==> src/rtl/equeue_div.sv <==
// Collapsing, age-ordered issue queue for the integer divider with CDB operand wakeup.
// Optional EQUEUE_DIV_FLUSH_EN adds a synchronous active-high flush input.
module equeue_div #(
  parameter int DEPTH  = 4,
  parameter int TAG_W  = 6,
  parameter int DATA_W = 32
) (
  input  logic              clk,
  input  logic              reset,
`ifdef EQUEUE_DIV_FLUSH_EN
  input  logic              flush,
`endif
  input  logic [TAG_W-1:0]  dispatch_rdtag,
  input  logic [TAG_W-1:0]  dispatch_rstag,
  input  logic [TAG_W-1:0]  dispatch_rttag,
  input  logic [DATA_W-1:0] dispatch_rsdata,
  input  logic [DATA_W-1:0] dispatch_rtdata,
  input  logic              dispatch_rsvalid,
  input  logic              dispatch_rtvalid,
  input  logic              dispatch_en,
  output logic              dispatch_ready,
  input  logic              cdb_valid,
  input  logic [TAG_W-1:0]  cdb_tag,
  input  logic [DATA_W-1:0] cdb_data,
  output logic              issue_valid,
  input  logic              issue_ready,
  output logic [TAG_W-1:0]  issue_rdtag,
  output logic [DATA_W-1:0] issue_rsdata,
  output logic [DATA_W-1:0] issue_rtdata
);

  localparam int CW = $clog2(DEPTH + 1);

  typedef struct packed {
    logic              vld;
    logic [TAG_W-1:0]  rdtag;
    logic [TAG_W-1:0]  rstag;
    logic [TAG_W-1:0]  rttag;
    logic              rsv;
    logic              rtv;
    logic [DATA_W-1:0] rsdata;
    logic [DATA_W-1:0] rtdata;
  } entry_t;

  entry_t           ent_r [DEPTH];
  entry_t           ext_s [DEPTH+1];
  entry_t           nxt_s [DEPTH];
  entry_t           new_s;
  logic [CW-1:0]    count_r;
  logic [CW-1:0]    count_nxt_s;
  logic [CW-1:0]    wr_idx_s;
  logic [DEPTH-1:0] shift_s;
  logic [DEPTH-1:0] rs_hit_s;
  logic [DEPTH-1:0] rt_hit_s;
  logic             found_s;
  logic             fire_s;
  logic             accept_s;
  logic             flush_s;
  logic             new_rs_hit_s;
  logic             new_rt_hit_s;

`ifdef EQUEUE_DIV_FLUSH_EN
  assign flush_s = flush;
`else
  assign flush_s = 1'b0;
`endif

  assign dispatch_ready = (count_r < CW'(DEPTH));
  assign accept_s       = dispatch_en && dispatch_ready && !flush_s;
  assign fire_s         = issue_valid && issue_ready;

  // Oldest-first select: shift_s marks the selected slot and every younger one.
  always_comb begin
    found_s      = 1'b0;
    shift_s      = '0;
    issue_rdtag  = '0;
    issue_rsdata = '0;
    issue_rtdata = '0;
    for (int i = 0; i < DEPTH; i++) begin
      if (!found_s && ent_r[i].vld && ent_r[i].rsv && ent_r[i].rtv) begin
        found_s      = 1'b1;
        shift_s[i]   = 1'b1;
        issue_rdtag  = ent_r[i].rdtag;
        issue_rsdata = ent_r[i].rsdata;
        issue_rtdata = ent_r[i].rtdata;
      end else begin
        shift_s[i]   = found_s;
      end
    end
    issue_valid = found_s && !flush_s;
  end

  // Incoming op, already carrying any operand broadcast on the CDB this cycle.
  always_comb begin
    new_rs_hit_s = cdb_valid && !dispatch_rsvalid && (dispatch_rstag == cdb_tag);
    new_rt_hit_s = cdb_valid && !dispatch_rtvalid && (dispatch_rttag == cdb_tag);
    new_s.vld    = 1'b1;
    new_s.rdtag  = dispatch_rdtag;
    new_s.rstag  = dispatch_rstag;
    new_s.rttag  = dispatch_rttag;
    new_s.rsv    = dispatch_rsvalid | new_rs_hit_s;
    new_s.rtv    = dispatch_rtvalid | new_rt_hit_s;
    new_s.rsdata = new_rs_hit_s ? cdb_data : dispatch_rsdata;
    new_s.rtdata = new_rt_hit_s ? cdb_data : dispatch_rtdata;
  end

  // Next queue image: collapse on issue, then wakeup at post-shift index, then append.
  always_comb begin
    wr_idx_s = count_r - {{(CW-1){1'b0}}, fire_s};
    for (int i = 0; i < DEPTH; i++) begin
      ext_s[i] = ent_r[i];
    end
    ext_s[DEPTH] = '0;
    rs_hit_s     = '0;
    rt_hit_s     = '0;
    for (int i = 0; i < DEPTH; i++) begin
      nxt_s[i]    = (fire_s && shift_s[i]) ? ext_s[i+1] : ext_s[i];
      rs_hit_s[i] = cdb_valid && nxt_s[i].vld && !nxt_s[i].rsv && (nxt_s[i].rstag == cdb_tag);
      rt_hit_s[i] = cdb_valid && nxt_s[i].vld && !nxt_s[i].rtv && (nxt_s[i].rttag == cdb_tag);
      nxt_s[i].rsdata = rs_hit_s[i] ? cdb_data : nxt_s[i].rsdata;
      nxt_s[i].rtdata = rt_hit_s[i] ? cdb_data : nxt_s[i].rtdata;
      nxt_s[i].rsv    = nxt_s[i].rsv | rs_hit_s[i];
      nxt_s[i].rtv    = nxt_s[i].rtv | rt_hit_s[i];
      nxt_s[i] = (accept_s && (wr_idx_s == CW'(i))) ? new_s : nxt_s[i];
    end
    if (flush_s) begin
      for (int i = 0; i < DEPTH; i++) begin
        nxt_s[i] = '0;
      end
      count_nxt_s = '0;
    end else begin
      count_nxt_s = wr_idx_s + {{(CW-1){1'b0}}, accept_s};
    end
  end

  // Queue state registers.
  always_ff @(posedge clk or negedge reset) begin
    if (!reset) begin
      count_r <= '0;
      for (int i = 0; i < DEPTH; i++) begin
        ent_r[i] <= '0;
      end
    end else begin
      count_r <= count_nxt_s;
      ent_r   <= nxt_s;
    end
  end

endmodule

==> config.mk <==
export PLATFORM = sky130hd
export DESIGN_NAME = equeue_div
export DESIGN_NICKNAME = d
export VERILOG_FILES = /design/src/rtl/equeue_div.sv
export SDC_FILE = /design/constraint.sdc
export NUM_CORES = 1
export LEC_CHECK = 0
export CORE_ASPECT_RATIO = 1.25
export CORE_UTILIZATION = 50
export DETAILED_ROUTE_END_ITERATION = 8
export PLACE_DENSITY = 0.74
export SKIP_LAST_GASP = 1
export SLEW_MARGIN = 20
export SYNTH_ARGS = -nofsm -noshare
export SYNTH_HDL_FRONTEND = slang
export SYNTH_SLANG_ARGS = --single-unit
export TNS_END_PERCENT = 20
==> constraint.sdc <==
create_clock -name clk -period 10.4 [get_ports clk]
set_input_delay 2.08 -clock clk [delete_from_list [all_inputs] [get_ports clk]]
set_output_delay 2.08 -clock clk [all_outputs]
set_load 0.03 [all_outputs]
==> results.toml <==
[cts]
postCtsHoldBufs = 0
numCtsBuffers = 39
htreeDepth = 2
cts-root-buf = "clkbuf_16"
path_clk_slew_ns = 0.06
tritoncts = "built"
insertion_delay_ns = 0.55
cts_setup_buffers = 0
clock-sinks = 343
clockBufferDepth = 3
cts_resized = 0

[worst_setup_path]
cp-end-kind = "output pin"
crit_arrival_ns = 4.27
critical_path.max_stage_delay_ns = 0.83
worstReg2RegEnd = "ent_r[217]"
regToRegSetupSlack_ns = 5.42
cp_top_family = "buffers and inverters"
setup.worst_path.class = "reg -> out"
crit_start = "ent_r[169]"
reg2regPathDepth = 13
regToRegStartpoint = "ent_r[234]"
crit_fanout = 64
start_kind = "flop"
path_depth = 6
path_cells = "and3_1 -> nor2b_4 -> buf_4 -> a22oi_1 -> o21ai_0 -> clkdlybuf4s50_1"
required_ns = 8.32
cp_slowest_cell = "buf_4"
cp.buffers_inverters = 2

[sta]
whs_ns = 0.495
setup_viol = 0
finalSetupTns_ns = 0
period_share = 0.611
grt_setup_unrepaired = "no"
skew_ns = 0.0153
finalMaxSlewViolations = 0
worst_pin_slew_ns = 1.15
finalHoldViolations = 0
relSlewSlack = 0.230
period_needed_ns = 6.35
max_freq_mhz = 157

[synth]
ys_warn_count = 0
synth_most_common_cell = "nand2_1"
syn_inst = 2435
seq_area_frac_synth = 0.408
synth_top_cells_by_count = "nand2_1 (465), dfrtp_1 (343), clkbuf_1 (218)"
synthFlopType = "dfrtp_1"
synth_nets = 2566
synth_top_cell_by_area = "dfrtp_1"
syn_area_um2 = 21000
synth.distinct_cells = 62
postSynth.asyncResetShare = 1.00
synth-seq-cells = 343
synth_edf_count = 0
syn_avg_cell_area_um2 = 8.64
synth_top_area_frac = 0.408
synth.area.top_cells = "dfrtp_1 (41%), nand2_1 (8.3%), a22oi_1 (6.7%)"

[die]
rows = 83
core_area_um2 = 41200
initial_core_util = 0.510
dieArea_um2 = 42900
ios = 199
die_h_um = 231
die_w_um = 185

[pwr]
power_density_nw_per_um2 = 291
ir_drop_uv = 167
power.leakage_nw = 10.7

[global_route]
grt_start_max_net_pins = 115
grt_use_total = 0.356
grt_pass1_wl_mm = 118
gr-total-overflow = 0
grt_pass1_vias = 20000
antenna_found_initial = 7

[layout]
fill_cells = 3564
final_cells = 3038
final_nets = 2588
syn_to_final_growth_pct = 16.1
drive_gt1_frac = 0.0781

[drt]
viasPerCell = 6.83
ant_nets = 0
drtPass1Iterations = 6
vias = 20700
drtIter0Drc = 2629
wl_mm = 77.0
drc = 0
wl_per_cell_um = 25.3

[placed_design]
gp_congestion = 0.944
portBuffers = 198
dp_cells = 2968
dp_hpwl_mm = 44.9

[job]
cap_violations = 0

[hold_path]
whs_path_depth = 1
worstHoldStart = "count_r[2]"
hold_end = "count_r[2]"
hp-class = "reg -> reg"

[run_status]
status = "completed"
## sequential cells by signal, indices dropped and copies added, names as in the netlist
name and flops:
count_r 3, ent_r 340
## power by group
part	switching [mW]	internal (mW)
logic	2.07	1.25
clock network	0.577	0.823
registers	0.461	1.91
## cell usage in the layout (no fill, tap or decap), types with 24 or more instances in the layout
master	n
clkdlybuf4s50_1	197
a211oi_1	29
buf_4	43
a22oi_1	187
xor2_1	24
nor3_1	33
o31ai_1	25
a221o_1	101
nand2b_1	33
nor2_1	155
clkbuf_16	41
xnor2_1	27
a21oi_1	25
nand3_1	86
o21ai_0	111
o22ai_1	50
mux2_2	54
and3_1	58
nand2_1	463
o2bb2ai_1	32
mux2i_1	136
a31oi_1	43
dfrtp_1	343
nand4_1	31
## kinds of logic after synthesis
logic type                 count (synthesis)  synth area share
adders and majority gates                  4           0.00238
xor gates and xnor gates                  51            0.0212
DFF                                      343             0.408
buffers and inverters                    282            0.0540
and+or+nand+nor                          917             0.194
muxes                                    191            0.0943
AOI/OAI and AO/OA                        647             0.226
## how the worst max path moves through the flow
stage,to,slack (ns)
2_1_floorplan,ent_r[34],5.70
3_3_place_gp,ent_r[233],4.29
3_5_place_dp,ent_r[233],4.27
4_1_cts,issue_rtdata[31],4.20
5_1_grt,issue_rtdata[29],4.01
6_report,issue_rtdata[29],4.05
## area by class of cell
type	count	area, um^2	share of cell area
Timing Repair Buffer	241	2310	0.0946
Clock buffer	54	1110	0.0457
Tap cell	552	691	0.0283
Inverter	22	82.6	0.00338
Clock inverter	13	146	0.00600
Antenna cell	3	7.51	0.000308
Multi-Input combinational cell	1810	11500	0.470
Sequential cell	343	8580	0.352
## worst register-to-register path: cells and delay by family, from the launching register on
family	cells	cell delay [ns]
buf+inv	4	2.57
simple gates	4	0.98
flops	1	0.49
fa+ha+maj	2	0.41
compound gates	2	0.24
mux	1	0.22
## routing by layer
layer / GRT usage / share of wire
met3: 0.0600 / 0.10
met2: 0.565 / 0.46
met5: 0 / 0.00090
met4: 0.197 / 0.058
met1: 0.461 / 0.38
## through the flow
stage / instance area, um^2 / utilization / worst slack, ns / total power, mW
after floorplan: 21000 / - / 5.70 / 4.46
after global placement: 23100 / 0.561 / 4.29 / 5.49
after detailed placement: 23100 / 0.561 / 4.27 / 5.62
after CTS: 24400 / 0.592 / 4.20 / 7.03
after global routing: 24400 / 0.592 / 4.01 / 7.44
final: 24400 / 0.592 / 4.05 / 7.09
No activity file was read; power rests on OpenSTA's default activity.
